<file path="config.mk">
export PLATFORM = sky130hd
export DESIGN_NAME = score_display_multi
export DESIGN_NICKNAME = d
export VERILOG_FILES = /design/src/rtl/score_display_pkg.sv /design/src/rtl/bin2bcd_seq.sv /design/src/rtl/score_display_multi.sv
export SDC_FILE = /design/constraint.sdc
export NUM_CORES = 1
export LEC_CHECK = 0
export CAP_MARGIN = 15
export CORE_ASPECT_RATIO = 0.9
export CORE_MARGIN = 1.5
export CORE_UTILIZATION = 44
export DETAILED_ROUTE_END_ITERATION = 16
export PLACE_DENSITY = 0.72
export SLEW_MARGIN = 25
export SYNTH_ARGS = -nofsm -noshare
export SYNTH_HDL_FRONTEND = slang
export SYNTH_SLANG_ARGS = --single-unit
</file>
<file path="constraint.sdc">
create_clock -name clk -period 2 [get_ports clk]
set_input_delay 0.2 -clock clk [delete_from_list [all_inputs] [get_ports clk]]
set_output_delay 0.2 -clock clk [all_outputs]
set_load 0.01 [all_outputs]
</file>
<file path="src/rtl/score_display_pkg.sv">
// Shared constants, segment code table and engine state type for the
// multi-digit scoreboard display.
package score_display_pkg;

  localparam logic [6:0] SEG_BLANK = 7'h7F;
  localparam logic [6:0] SEG_DASH  = 7'h3F;

  typedef enum logic [1:0] {IDLE, CONV, LOAD} conv_state_e;

  // Active-low segment pattern for one BCD digit; non-decimal nibbles are blank.
  function automatic logic [6:0] seg_decode(input logic [3:0] nibble);
    logic [6:0] code;
    case (nibble)
      4'd0:    code = 7'h40;
      4'd1:    code = 7'h79;
      4'd2:    code = 7'h24;
      4'd3:    code = 7'h30;
      4'd4:    code = 7'h19;
      4'd5:    code = 7'h12;
      4'd6:    code = 7'h02;
      4'd7:    code = 7'h78;
      4'd8:    code = 7'h00;
      4'd9:    code = 7'h10;
      default: code = SEG_BLANK;
    endcase
    return code;
  endfunction

  // Decimal digits needed for a w-bit binary value: ceil(w * log10(2)).
  function automatic int bcd_digits(input int w);
    return (w * 30103 + 99999) / 100000;
  endfunction

endpackage

</file>
<file path="src/rtl/bin2bcd_seq.sv">
// Sequential shift-add-3 binary to BCD converter: one bit per cycle,
// followed by a single LOAD cycle in which the result is presented.
module bin2bcd_seq
  import score_display_pkg::*;
#(
  parameter int SCORE_W    = 8,
  parameter int BCD_DIGITS = bcd_digits(SCORE_W)
) (
  input  logic                    clk,
  input  logic                    rst,
  input  logic                    start,
  input  logic [SCORE_W-1:0]      score,
  output logic                    busy,
  output logic                    done,
  output logic [4*BCD_DIGITS-1:0] bcd
);

  localparam int IW = $clog2(SCORE_W + 1);

  conv_state_e             state_q, state_d;
  logic [SCORE_W-1:0]      bin_q, bin_d;
  logic [4*BCD_DIGITS-1:0] bcd_q, bcd_d, bcd_adj;
  logic [IW-1:0]           iter_q, iter_d;

  for (genvar gi = 0; gi < BCD_DIGITS; gi++) begin : g_adj
    assign bcd_adj[4*gi +: 4] = (bcd_q[4*gi +: 4] >= 4'd5) ? bcd_q[4*gi +: 4] + 4'd3
                                                           : bcd_q[4*gi +: 4];
  end

  always_ff @(posedge clk) begin
    if (rst) begin
      state_q <= IDLE;
      bin_q   <= '0;
      bcd_q   <= '0;
      iter_q  <= '0;
    end else begin
      state_q <= state_d;
      bin_q   <= bin_d;
      bcd_q   <= bcd_d;
      iter_q  <= iter_d;
    end
  end

  always_comb begin
    state_d = state_q;
    bin_d   = bin_q;
    bcd_d   = bcd_q;
    iter_d  = iter_q;
    case (state_q)
      IDLE: begin
        if (start) begin
          bin_d   = score;
          bcd_d   = '0;
          iter_d  = '0;
          state_d = CONV;
        end
      end
      CONV: begin
        bcd_d  = {bcd_adj[4*BCD_DIGITS-2:0], bin_q[SCORE_W-1]};
        bin_d  = bin_q << 1;
        iter_d = iter_q + IW'(1);
        if (iter_q == IW'(SCORE_W - 1)) state_d = LOAD;
      end
      LOAD:    state_d = IDLE;
      default: state_d = IDLE;
    endcase
  end

  assign busy = (state_q != IDLE);
  assign done = (state_q == LOAD);
  assign bcd  = bcd_q;

endmodule

</file>
<file path="src/rtl/score_display_multi.sv">
// Scoreboard display: change-triggered BCD conversion of the score, then
// registered 7-segment drive with leading-zero blanking, overflow dash and blink.
module score_display_multi
  import score_display_pkg::*;
#(
  parameter int SCORE_W   = 8,
  parameter int DIGITS    = 3,
  parameter int BLINK_DIV = 25,
  parameter int LZ_BLANK  = 1
) (
  input  logic                  clk,
  input  logic                  rst,
  input  logic [SCORE_W-1:0]    score,
  input  logic                  blink_en,
  output logic [DIGITS*7-1:0]   seg,
  output logic                  busy,
  output logic                  done,
  output logic                  overflow
);

  localparam int BCD_DIGITS = bcd_digits(SCORE_W);
  localparam int PAD_DIGITS = (BCD_DIGITS > DIGITS) ? BCD_DIGITS : DIGITS;
  localparam int CW         = (BLINK_DIV > 1) ? $clog2(BLINK_DIV) : 1;

  logic                    pending_q;
  logic [SCORE_W-1:0]      last_score_q;
  logic [4*DIGITS-1:0]     digit_q;
  logic                    overflow_q;
  logic                    done_q;
  logic [CW-1:0]           blink_cnt_q;
  logic                    blink_off_q;
  logic [DIGITS*7-1:0]     seg_q, seg_d;

  logic                    start;
  logic                    eng_busy;
  logic                    eng_done;
  logic [4*BCD_DIGITS-1:0] eng_bcd;
  logic [4*PAD_DIGITS-1:0] bcd_pad;
  logic                    upper_nz;

  assign start = pending_q | (score != last_score_q);

  bin2bcd_seq #(
    .SCORE_W    (SCORE_W),
    .BCD_DIGITS (BCD_DIGITS)
  ) u_conv (
    .clk   (clk),
    .rst   (rst),
    .start (start),
    .score (score),
    .busy  (eng_busy),
    .done  (eng_done),
    .bcd   (eng_bcd)
  );

  always_comb begin
    bcd_pad                   = '0;
    bcd_pad[4*BCD_DIGITS-1:0] = eng_bcd;
  end

  // Any nonzero nibble above the displayed digits means the score does not fit.
  assign upper_nz = |(bcd_pad >> (4 * DIGITS));

  always_ff @(posedge clk) begin
    if (rst) begin
      pending_q    <= 1'b1;
      last_score_q <= '0;
      digit_q      <= '0;
      overflow_q   <= 1'b0;
      done_q       <= 1'b0;
      seg_q        <= {DIGITS{SEG_BLANK}};
    end else begin
      done_q <= eng_done;
      if (!eng_busy && start) begin
        last_score_q <= score;
        pending_q    <= 1'b0;
      end
      if (eng_done) begin
        digit_q    <= bcd_pad[4*DIGITS-1:0];
        overflow_q <= upper_nz;
      end
      seg_q <= seg_d;
    end
  end

  always_ff @(posedge clk) begin
    if (rst || !blink_en) begin
      blink_cnt_q <= '0;
      blink_off_q <= 1'b0;
    end else if (blink_cnt_q == CW'(BLINK_DIV - 1)) begin
      blink_cnt_q <= '0;
      blink_off_q <= ~blink_off_q;
    end else begin
      blink_cnt_q <= blink_cnt_q + CW'(1);
    end
  end

  for (genvar gi = 0; gi < DIGITS; gi++) begin : g_seg
    logic [3:0] nib;
    logic       nz_from;
    logic       lz;
    assign nib     = digit_q[4*gi +: 4];
    // Digit is a leading zero when it and every higher digit are zero.
    assign nz_from = |digit_q[4*DIGITS-1:4*gi];
    assign lz      = (LZ_BLANK != 0) && (gi > 0) && !nz_from;
    assign seg_d[7*gi +: 7] = blink_off_q ? SEG_BLANK :
                              overflow_q  ? SEG_DASH  :
                              lz          ? SEG_BLANK : seg_decode(nib);
  end

  assign seg      = seg_q;
  assign busy     = eng_busy;
  assign done     = done_q;
  assign overflow = overflow_q;

endmodule

</file>
==> results.toml <==
[status]
status = "completed"

[yosys]
synth-seq-area-share_pct = 42.6
yosys-top-cells-count = "dfxtp_1 (75), nand2_1 (49), nor2_1 (39)"
syn_area_sq_mm = 0.00352
avgSynthCellArea_sq_um = 8.82
synth_edf_count = 0
ys_top_cells_by_area = "dfxtp_1 (43%), ha_1 (8.5%), nand2_1 (5.2%)"
ys.flop_type = "dfxtp_1"
ys_warn_count = 0
ys_ff_latch = 75
syn-num-nets = 434
yosysTopAreaCell = "dfxtp_1"
synth.top_cell.area_share_pct = 42.6
post_synth_num_cell_types = 48
synthArstFlopShare_pct = 0
postSynthCellCount = 399
synth.most_common_cell = "dfxtp_1"

[grt]
grt_max_degree = 36
grt.overflow.total = 0
grt_pass1_vias = 2653
antenna_found_initial = 0
grt.total_usage_pct = 17.5
grt_pass1_wl_mm = 11.9

[place]
place.gp.congestion = 0.789
hpwl_mm = 4.93
place_ws_ns = -0.0346
portBuffers = 33

[power_and_ir_drop]
p_leak_nw = 1.61
switching_share_pct = 23.0
powerDensity_mw_per_mm2 = 741
power_switching_mw = 0.720
power_mw = 3.14
clock_power_share_pct = 42.6
peakVddDrop_uv = 289
internal_power_mw = 2.42
pwr-share-seq_pct = 49.8
p_comb_share_pct = 7.6

[detailed_routing]
ant_nets = 0
vias = 2811
wirelength_mm = 7.01
drt_iter0_drc = 123
firstDrtPassIters = 4
drt_drc_violations_left = 0
viasPerCell = 5.21
post_drt_wl_per_cell_um = 13.0

[sta]
hold_viol = 0
rsz0062_at_grt = "no"
maxSlewHeadroom_pct = 54.5
worst_slack_ns = 0.134
worstMarginPinSlew_ns = 0.681
finalCritPeriodShare_pct = 93.3
drv_slew = 0
period_needed_ns = 1.87
setup_viol = 0
finClkSkew_ns = 0.0113
fmax_ghz = 0.536

[worst_hold_path]
hold_path.class = "in -> reg"
hold_start = "blink_en"

[floorplan]
dieHeight_um = 87.9
start_util_pct = 46.0
fp.coreArea_sq_mm = 0.00766
placementRows = 30
ios = 35
die_w_um = 97.3
dieArea_sq_mm = 0.00855

[clocking]
cts-root-buf = "clkbuf_8"
cts_tree = "yes"
cts_buffer_depth = 2
cts-buffers-inserted = 9
post_cts_buffers = 0
clock-sinks = 75
cts_resized = 0
path_clk_slew_ns = 0.08
clock_latency_ns = 0.36
hold_buffers = 0
cts_max_level = 3

[critical_path]
path_max_fanout = 6
rrSetupSlack_ns = 0.31
cp-startpoint = "u_conv.state_q[1]$_SDFFE_PP0P_"
crit_required_ns = 1.80
cp-start-kind = "register"
rr_startpoint = "last_score_q[5]$_SDFFE_PP0P_"
crit_path_end_kind = "output pin"
criticalPathCategory = "reg -> out"
arrival_ns = 1.67

[layout]
drive_gt1_share_pct = 9.91
diodes = 0
layout.nets = 474
area_growth_syn_to_layout_pct = 20.3

[flow_run]
maxCapViolCount = 0
[layout make-up]
cell class | instances | area [sq um]
clock buffer | 12 | 155
clock inverter | 4 | 72.6
fill | 728 | 3420
inverter | 21 | 78.8
multi-input combinational | 283 | 1850
sequential | 75 | 1500
tap | 96 | 120
timing repair buffer | 49 | 463
[sequential cells by signal (all words and copies together), names as in the netlist]
signal,count
done,1
blink_off_q,1
last_score_q,8
u_conv.iter_q,4
seg,21
u_conv.bin_q,8
u_conv.state_q,2
u_conv.bcd,12
digit_q,12
pending_q,1
blink_cnt_q,5
[metal layers]
layer,global-route usage [%],vias to the layer above,part of all wire [%]
met5,0,-,0
met4,9.09,0,2.4
met3,3.67,12,3.2
met2,30.0,47,47
met1,21.0,1316,47
li1,-,1436,-
[placed cells by master (no fill, tap or decap), types with 3 or more instances in the layout]
cell / count
a32oi_1: 3
nand2_1: 49
xnor2_1: 9
inv_1: 21
nand3_1: 4
nor2_1: 39
o31ai_1: 3
o2bb2ai_1: 3
nand3b_1: 4
nor2b_1: 4
dfxtp_1: 75
xor2_1: 8
ha_1: 24
nand2b_1: 27
o221a_2: 7
o32ai_1: 3
clkdlybuf4s50_1: 33
a21oi_1: 33
o21ai_0: 25
nor4b_1: 3
mux2i_1: 8
clkbuf_8: 11
buf_4: 15
[worst max-delay path: stages, from the launching register on]
cell and delay [ns]:
dfxtp_1 0.44, nor2_1 0.08, inv_1 0.20, clkdlybuf4s50_1 0.58
[power by group through the flow]
stage / clock network (mW) / logic [mW] / registers, mW
finish: 1.34 / 0.239 / 1.56
global route: 1.42 / 0.264 / 1.57
CTS: 1.35 / 0.240 / 1.56
detailed placement: 0 / 0.239 / 1.59
global placement: 0 / 0.231 / 1.59
floorplan: 0 / 0.145 / 1.59
[per-stage QoR]
step | setup TNS, ns | instance area (sq um) | cells | hold slack (ns) | utilization (%)
global placement | -0.00809 | 4010 | 524 | 0.445 | 52.4
detailed placement | -0.0689 | 4010 | 524 | 0.460 | 52.4
CTS | 0 | 4240 | 540 | 0.447 | 55.3
finish | 0 | 4240 | 540 | 0.446 | 55.3
floorplan | 0 | 3520 | 399 | 0.336 | -
global route | 0 | 4240 | 540 | 0.442 | 55.3
[kinds of logic (layout without fill, tap and decap cells)]
logic type / Yosys count / after routing / synth area share, %
and+or+nand+nor: 142 / 142 / 20.0
AOI/OAI and AO/OA: 91 / 91 / 17.3
DFF: 75 / 75 / 42.6
buffers and inverters: 41 / 86 / 4.94
adders and majority gates: 24 / 24 / 8.53
xor gates and xnor gates: 17 / 17 / 4.23
muxes: 8 / 8 / 2.27
other: 1 / 1 / 0.107
[path summary, 6_finish.rpt]
kind / end / cells past startpoint
max: busy / 3
min: blink_off_q$_SDFFE_PP0N_ / 2
max reg2reg: u_conv.bin_q[0]$_SDFFE_PP0P_ / 4
min reg2reg: digit_q[9]$_SDFFE_PP0P_ / 2
No activity file was read; power rests on OpenSTA's default activity.
